===== config.mk =====
export PLATFORM = sky130hd
export DESIGN_NAME = perceptron_result_reader
export DESIGN_NICKNAME = d
export VERILOG_FILES = /design/src/rtl/perceptron_result_reader.sv
export SDC_FILE = /design/constraint.sdc
export NUM_CORES = 1
export LEC_CHECK = 0
export ABC_CLOCK_PERIOD_IN_PS = 2050
export CORE_ASPECT_RATIO = 0.8
export CORE_UTILIZATION = 45
export CTS_CLUSTER_SIZE = 10
export DETAILED_ROUTE_END_ITERATION = 10
export DONT_BUFFER_PORTS = 1
export PLACE_DENSITY = 0.71
export SLEW_MARGIN = 15
export SYNTH_ARGS = -nofsm -noshare
export SYNTH_HDL_FRONTEND = slang
export SYNTH_SLANG_ARGS = --single-unit
export TNS_END_PERCENT = 50

===== constraint.sdc =====
create_clock -name clk -period 2.05 [get_ports clk]
set_input_delay 0.41 -clock clk [delete_from_list [all_inputs] [get_ports clk]]
set_output_delay 0.41 -clock clk [all_outputs]
set_load 0.005 [all_outputs]

===== src/rtl/perceptron_result_reader.sv =====
// perceptron_result_reader
// Reads a run of 32-bit result words from BRAM and streams the low 16 bits
// of each word to a UART TX FIFO, low byte first, honouring FIFO back-pressure.
//
// Optional feature macro: RESULT_HEADER_EN
//   defined   : each transfer is prefixed with 0xA5 and the word count byte
//   undefined : data bytes only; header states generate no logic
//
// Ports
//   clk, rst_n        : clock (rising edge), asynchronous active-low reset
//   enable            : start request, sampled only while idle
//   start_addr        : first BRAM word address, sampled with enable
//   word_count        : number of result words, sampled with enable
//   busy              : high whenever a transfer is in progress
//   send_complete     : one-cycle pulse when a transfer ends
//   bram_read_enable  : one-cycle BRAM read strobe
//   bram_read_addr    : BRAM word address
//   bram_data_in      : BRAM read data, result in [15:0], one-cycle latency
//   uart_buffer_full  : UART TX FIFO full
//   uart_data_out     : byte presented to the FIFO, stable during a stall
//   uart_data_write   : FIFO write strobe
module perceptron_result_reader #(
    parameter int unsigned ADDR_W      = 9,
    parameter int unsigned MAX_WORDS_W = 4
) (
    input  logic                   clk,
    input  logic                   rst_n,
    input  logic                   enable,
    input  logic [ADDR_W-1:0]      start_addr,
    input  logic [MAX_WORDS_W-1:0] word_count,
    output logic                   busy,
    output logic                   send_complete,
    output logic                   bram_read_enable,
    output logic [ADDR_W-1:0]      bram_read_addr,
    input  logic [31:0]            bram_data_in,
    input  logic                   uart_buffer_full,
    output logic [7:0]             uart_data_out,
    output logic                   uart_data_write
);

    localparam int unsigned HOLD_W = 16;
    localparam int unsigned BYTE_W = 8;

    typedef enum logic [3:0] {
        IDLE    = 4'd0,
        HDR     = 4'd1,
        CNT     = 4'd2,
        READ    = 4'd3,
        WAIT    = 4'd4,
        SEND_LO = 4'd5,
        SEND_HI = 4'd6,
        NEXT    = 4'd7,
        DONE    = 4'd8
    } state_t;

    state_t                  r_state;
    state_t                  w_next_state;
    logic [ADDR_W-1:0]       r_addr;
    logic [ADDR_W-1:0]       w_addr_nxt;
    logic [MAX_WORDS_W-1:0]  r_remaining;
    logic [MAX_WORDS_W-1:0]  w_remaining_nxt;
    logic [HOLD_W-1:0]       r_hold;
    logic [HOLD_W-1:0]       w_hold_nxt;
    logic [BYTE_W-1:0]       r_data_out;
    logic [BYTE_W-1:0]       w_data_out_nxt;
    logic                    r_busy;
    logic                    r_send_complete;
    logic                    r_rd_en;
    logic                    w_tx_state;
    logic                    w_unused_data;

    // Only the low half of each BRAM word carries a result.
    assign w_unused_data = ^bram_data_in[31:HOLD_W];

    // State and datapath registers.
    always_ff @(posedge clk or negedge rst_n) begin
        if (!rst_n) begin
            r_state         <= IDLE;
            r_addr          <= '0;
            r_remaining     <= '0;
            r_hold          <= '0;
            r_data_out      <= '0;
            r_busy          <= 1'b0;
            r_send_complete <= 1'b0;
            r_rd_en         <= 1'b0;
        end else begin
            r_state         <= w_next_state;
            r_addr          <= w_addr_nxt;
            r_remaining     <= w_remaining_nxt;
            r_hold          <= w_hold_nxt;
            r_data_out      <= w_data_out_nxt;
            r_busy          <= (w_next_state != IDLE);
            r_send_complete <= (w_next_state == DONE);
            r_rd_en         <= (w_next_state == READ);
        end
    end

    // Next-state and datapath update.
    always_comb begin
        w_next_state    = r_state;
        w_addr_nxt      = r_addr;
        w_remaining_nxt = r_remaining;
        w_hold_nxt      = r_hold;
        w_tx_state      = 1'b0;

        case (r_state)
            IDLE: begin
                if (enable) begin
                    w_addr_nxt      = start_addr;
                    w_remaining_nxt = word_count;
`ifdef RESULT_HEADER_EN
                    w_next_state    = HDR;
`else
                    w_next_state    = (word_count == '0) ? DONE : READ;
`endif
                end
            end
`ifdef RESULT_HEADER_EN
            HDR: begin
                w_tx_state = 1'b1;
                if (!uart_buffer_full) begin
                    w_next_state = CNT;
                end
            end
            CNT: begin
                w_tx_state = 1'b1;
                if (!uart_buffer_full) begin
                    w_next_state = (r_remaining == '0) ? DONE : READ;
                end
            end
`endif
            READ: begin
                w_next_state = WAIT;
            end
            WAIT: begin
                // BRAM data is valid one cycle after the read strobe.
                w_hold_nxt   = bram_data_in[HOLD_W-1:0];
                w_next_state = SEND_LO;
            end
            SEND_LO: begin
                w_tx_state = 1'b1;
                if (!uart_buffer_full) begin
                    w_next_state = SEND_HI;
                end
            end
            SEND_HI: begin
                w_tx_state = 1'b1;
                if (!uart_buffer_full) begin
                    w_next_state = NEXT;
                end
            end
            NEXT: begin
                w_remaining_nxt = r_remaining - MAX_WORDS_W'(1);
                w_addr_nxt      = r_addr + ADDR_W'(1);
                w_next_state    = (w_remaining_nxt != '0) ? READ : DONE;
            end
            DONE: begin
                w_next_state = IDLE;
            end
            default: begin
                w_next_state = IDLE;
            end
        endcase
    end

    // Byte to present in the next state; held unchanged while stalled.
    always_comb begin
        w_data_out_nxt = r_data_out;
        case (w_next_state)
`ifdef RESULT_HEADER_EN
            HDR:     w_data_out_nxt = 8'hA5;
            CNT:     w_data_out_nxt = BYTE_W'(w_remaining_nxt);
`endif
            SEND_LO: w_data_out_nxt = w_hold_nxt[7:0];
            SEND_HI: w_data_out_nxt = w_hold_nxt[15:8];
            default: w_data_out_nxt = r_data_out;
        endcase
    end

    // The write strobe must react to uart_buffer_full in the same cycle so a
    // full FIFO is never written; the state term itself comes from a flop.
    assign uart_data_write  = w_tx_state & ~uart_buffer_full;

    assign busy             = r_busy;
    assign send_complete    = r_send_complete;
    assign bram_read_enable = r_rd_en;
    assign bram_read_addr   = r_addr;
    assign uart_data_out    = r_data_out;

endmodule


==> impl_metrics.csv <==
group,metric,value,unit
status,status,"finished, final reports clean",
grt,antenna_found_initial,0,
clock_network,cts.repair.resized,0,
sta,setup-tns-final,0,ns
worst_setup_path,worstPathCellList,"nor4b_4, buf_12, mux2_2, nor2b_1, a221o_1",
routing,wire_per_inst,17.3,µm
yosys,synth_top_cell_by_area,"dfrtp_1",
worst_setup_path,cp.arrival,2.10,ns
yosys,ys_seq_elements,44,
yosys,synth_flop_cell,"dfrtp_1",
clock_network,numClockSinks,44,
worst_setup_path,reg2reg_from,"r_state[1]",
grt,grt_pass1_wl,7400,µm
final_layout,drive_above_1_share,0.177,
die,rows,21,
yosys,ys_seq_area_frac,0.530,
worst_setup_path,cpPeakStageDelay,0.48,ns
pwr,ir_worst_vdd,0.000824,V
routing,via_per_inst,5.93,
hold_path,hold_path_class,"in -> reg",
routing,drt-pass1-iter-count,4,
yosys,syn_area_per_cell,11.3,µm²
sta,rsz0062_at_grt,"no",
pwr,pwr-share-comb,0.393,
pwr,power_per_cell_area,1590,mW/mm²
die,die_w,78.0,µm
die,die_y,62.8,µm
yosys,syn_area,0.00208,mm²
yosys,yosys-top-cells-count,"44 x dfrtp_1, 15 x mux2_2, 15 x nand2_1, 11 x a221o_1, 11 x o21ai_0",
clock_network,cts_buffer_depth,2,
die,io_pins,70,
final_layout,synthToLayoutAreaGrowth,9.70,%
routing,vias,1477,
clock_network,numCtsBuffers,5,
grt,grt_overflow,0,
clock_network,ctsHtreeMaxLevel,2,
yosys,ys_warn_count,0,
yosys,synth_edf_count,0,
worst_setup_path,worstPathRequired,2.21,ns
sta,finalSetupViolCount,0,
pwr,power.clock.fraction,0.151,
pwr,p_sw,1.33,mW
clock_network,path_clk_slew,0.08,ns
final_layout,num-nets-final,243,
pwr,seq_power_share,0.457,
sta,period_needed,1.93,ns
sta,finalHoldViolCount,0,
final_layout,final_util,0.529,
pwr,switching_share,0.367,
clock_network,cts_setup_buffers,0,
worst_setup_path,crit_fanout,16,
worst_setup_path,path_depth,5,
yosys,async_flop_share,1.00,
yosys,syn-num-nets,236,
sta,fin_worst_skew,0.00637,ns
worst_setup_path,critPathSlowestCell,"dfrtp_1",
clock_network,clockRootBuffer,"clkbuf_8",
worst_setup_path,timing.critical_path.buf_inv,1,
final_layout,instances_no_fill,249,
yosys,synth.distinct_cells,42,
final_layout,antenna_cells,0,
sta,slew_headroom,0.584,
yosys,syn_inst,184,
clock_network,clkLatencyLatePin,0.28,ns
worst_setup_path,reg2regPathDepth,5,
worst_setup_path,cp-endpoint,"uart_data_out[2]",
clock_network,tritoncts,"done",
worst_setup_path,setup.worst_path.start,"r_state[1]",
die,core,0.00431,mm²
routing,finalWirelength,4320,µm
yosys,synth_most_common_cell,"dfrtp_1",
sta,min_period_over_period,0.943,
grt,grt_max_degree,45,
final_layout,n_fill_cell,386,
placed_design,hpwl,3100,µm
worst_setup_path,rrSetupSlack,0.12,ns
routing,drc,0,
worst_setup_path,r2r-end,"uart_data_out[2]",
sta,fmax,517,MHz
yosys,synth_area_leaders,"dfrtp_1 53%, mux2_2 8.1%, a221o_1 5.3%",
sta,final_max_slew_viol_count,0,
grt,first_global_vias,1591,
placed_design,gp_congestion,0.859,
yosys,synth.top_cell.area_share,0.530,
routing,drtAntennaViolNets,0,
worst_setup_path,critPathCaptureType,"register",
worst_setup_path,cpLargestDelayFamily,"simple AND/OR/NAND/NOR gates",
routing,drt_iter0_markers,111,
pwr,p_leak,0.957,nW
worst_setup_path,worst-setup-path-type,"reg -> reg",
grt,grt_use_total,0.192,
sta,worst_slew_pin_slew,0.621,ns
die,start_util,0.482,
pwr,p_int,2.29,mW
die,die_area,0.00489,mm²
placed_design,io_buffers,0,
placed_design,post-place-cells,239,
flow_run,drv_cap,0,
worst_setup_path,start_kind,"register",
==> repair_timing <==
item / CTS / global route
endpoints found under the setup margin: 0 / 0
hold buffers: 2 / 0
hold endpoints to repair: 44 / 0
==> logic make-up after synthesis <==
group / count (synthesis) / share of synthesized area
xor+xnor: 2 / 0.00844
buf+inv: 13 / 0.0313
fa+ha+maj: 3 / 0.0181
flops: 44 / 0.530
simple gates: 62 / 0.169
mux: 17 / 0.0958
compound gates: 43 / 0.148
==> worst min-delay path by stage <==
stage / startpoint / cells after the start / endpoint
after floorplan: rst_n / 0 / bram_read_addr[0]
after global placement: rst_n / 0 / bram_read_addr[1]
after detailed placement: rst_n / 0 / bram_read_addr[0]
after CTS: word_count[3] / 2 / r_remaining[3]
after global routing: bram_data_in[12] / 1 / r_hold[12]
final: start_addr[1] / 2 / bram_read_addr[1]
==> area by class of cell <==
class                      count  area (µm²)  share of cell area
timing repair buffer           7        80.1              0.0351
inverter                       6        22.5             0.00988
multi-input combinational    127         911               0.400
clock buffer                   6        82.6              0.0362
clock inverter                 2        10.0             0.00439
tap                           57        71.3              0.0313
sequential                    44        1100               0.483
==> registers in the layout, indices dropped and copies added (netlist names) <==
signal	flops
r_remaining	4
r_state	4
bram_read_addr	9
bram_read_enable	1
busy	1
uart_data_out	8
r_hold	16
send_complete	1
==> metal layers <==
metal  track usage  share of wire  wire (µm)
met5             0              0          0
met4        0.0556         0.0086         37
met3        0.0599          0.085        367
met2         0.301           0.47       2030
met1         0.259           0.44       1880
==> per-stage QoR <==
step / hold WS [ns] / area (µm²) / setup slack [ns] / power (mW)
2_1_floorplan: 0.114 / 2080 / 0.0976 / 2.69
3_5_place_dp: 0.116 / 2160 / 0.138 / 3.06
4_1_cts: 0.260 / 2280 / 0.120 / 3.64
3_3_place_gp: 0.115 / 2160 / 0.187 / 2.95
5_1_grt: 0.255 / 2280 / 0.0618 / 3.88
6_report: 0.262 / 2280 / 0.116 / 3.61
==> worst reg2reg max path: stages, from the launching register on <==
cell,delay (ns)
dfrtp_1,0.48
nor4b_4,0.37
buf_12,0.20
mux2_2,0.36
nor2b_1,0.13
a221o_1,0.28
==> power by group through the flow <==
stage	combinational (mW)	sequential [mW]	clock, mW
final	1.42	1.65	0.544
after floorplan	1.15	1.54	0
after global placement	1.31	1.63	0
after global routing	1.57	1.71	0.601
after CTS	1.43	1.65	0.557
after detailed placement	1.39	1.67	0
==> placed cells by master, fill, tap and decap left out, drive strengths merged, types with 3 or more instances in the layout <==
cell / synthesis / final
a21oi: 7 / 7
a221o: 11 / 11
buf: 5 / 6
clkbuf: 2 / 6
dfrtp: 44 / 44
ha: 3 / 3
inv: 6 / 6
mux2: 17 / 17
nand2: 15 / 15
nand2b: 3 / 3
nand3: 4 / 4
nor2: 10 / 10
nor2b: 6 / 6
nor3: 8 / 8
o21ai: 11 / 11
o22ai: 4 / 4
No activity file was read; power rests on OpenSTA's default activity.
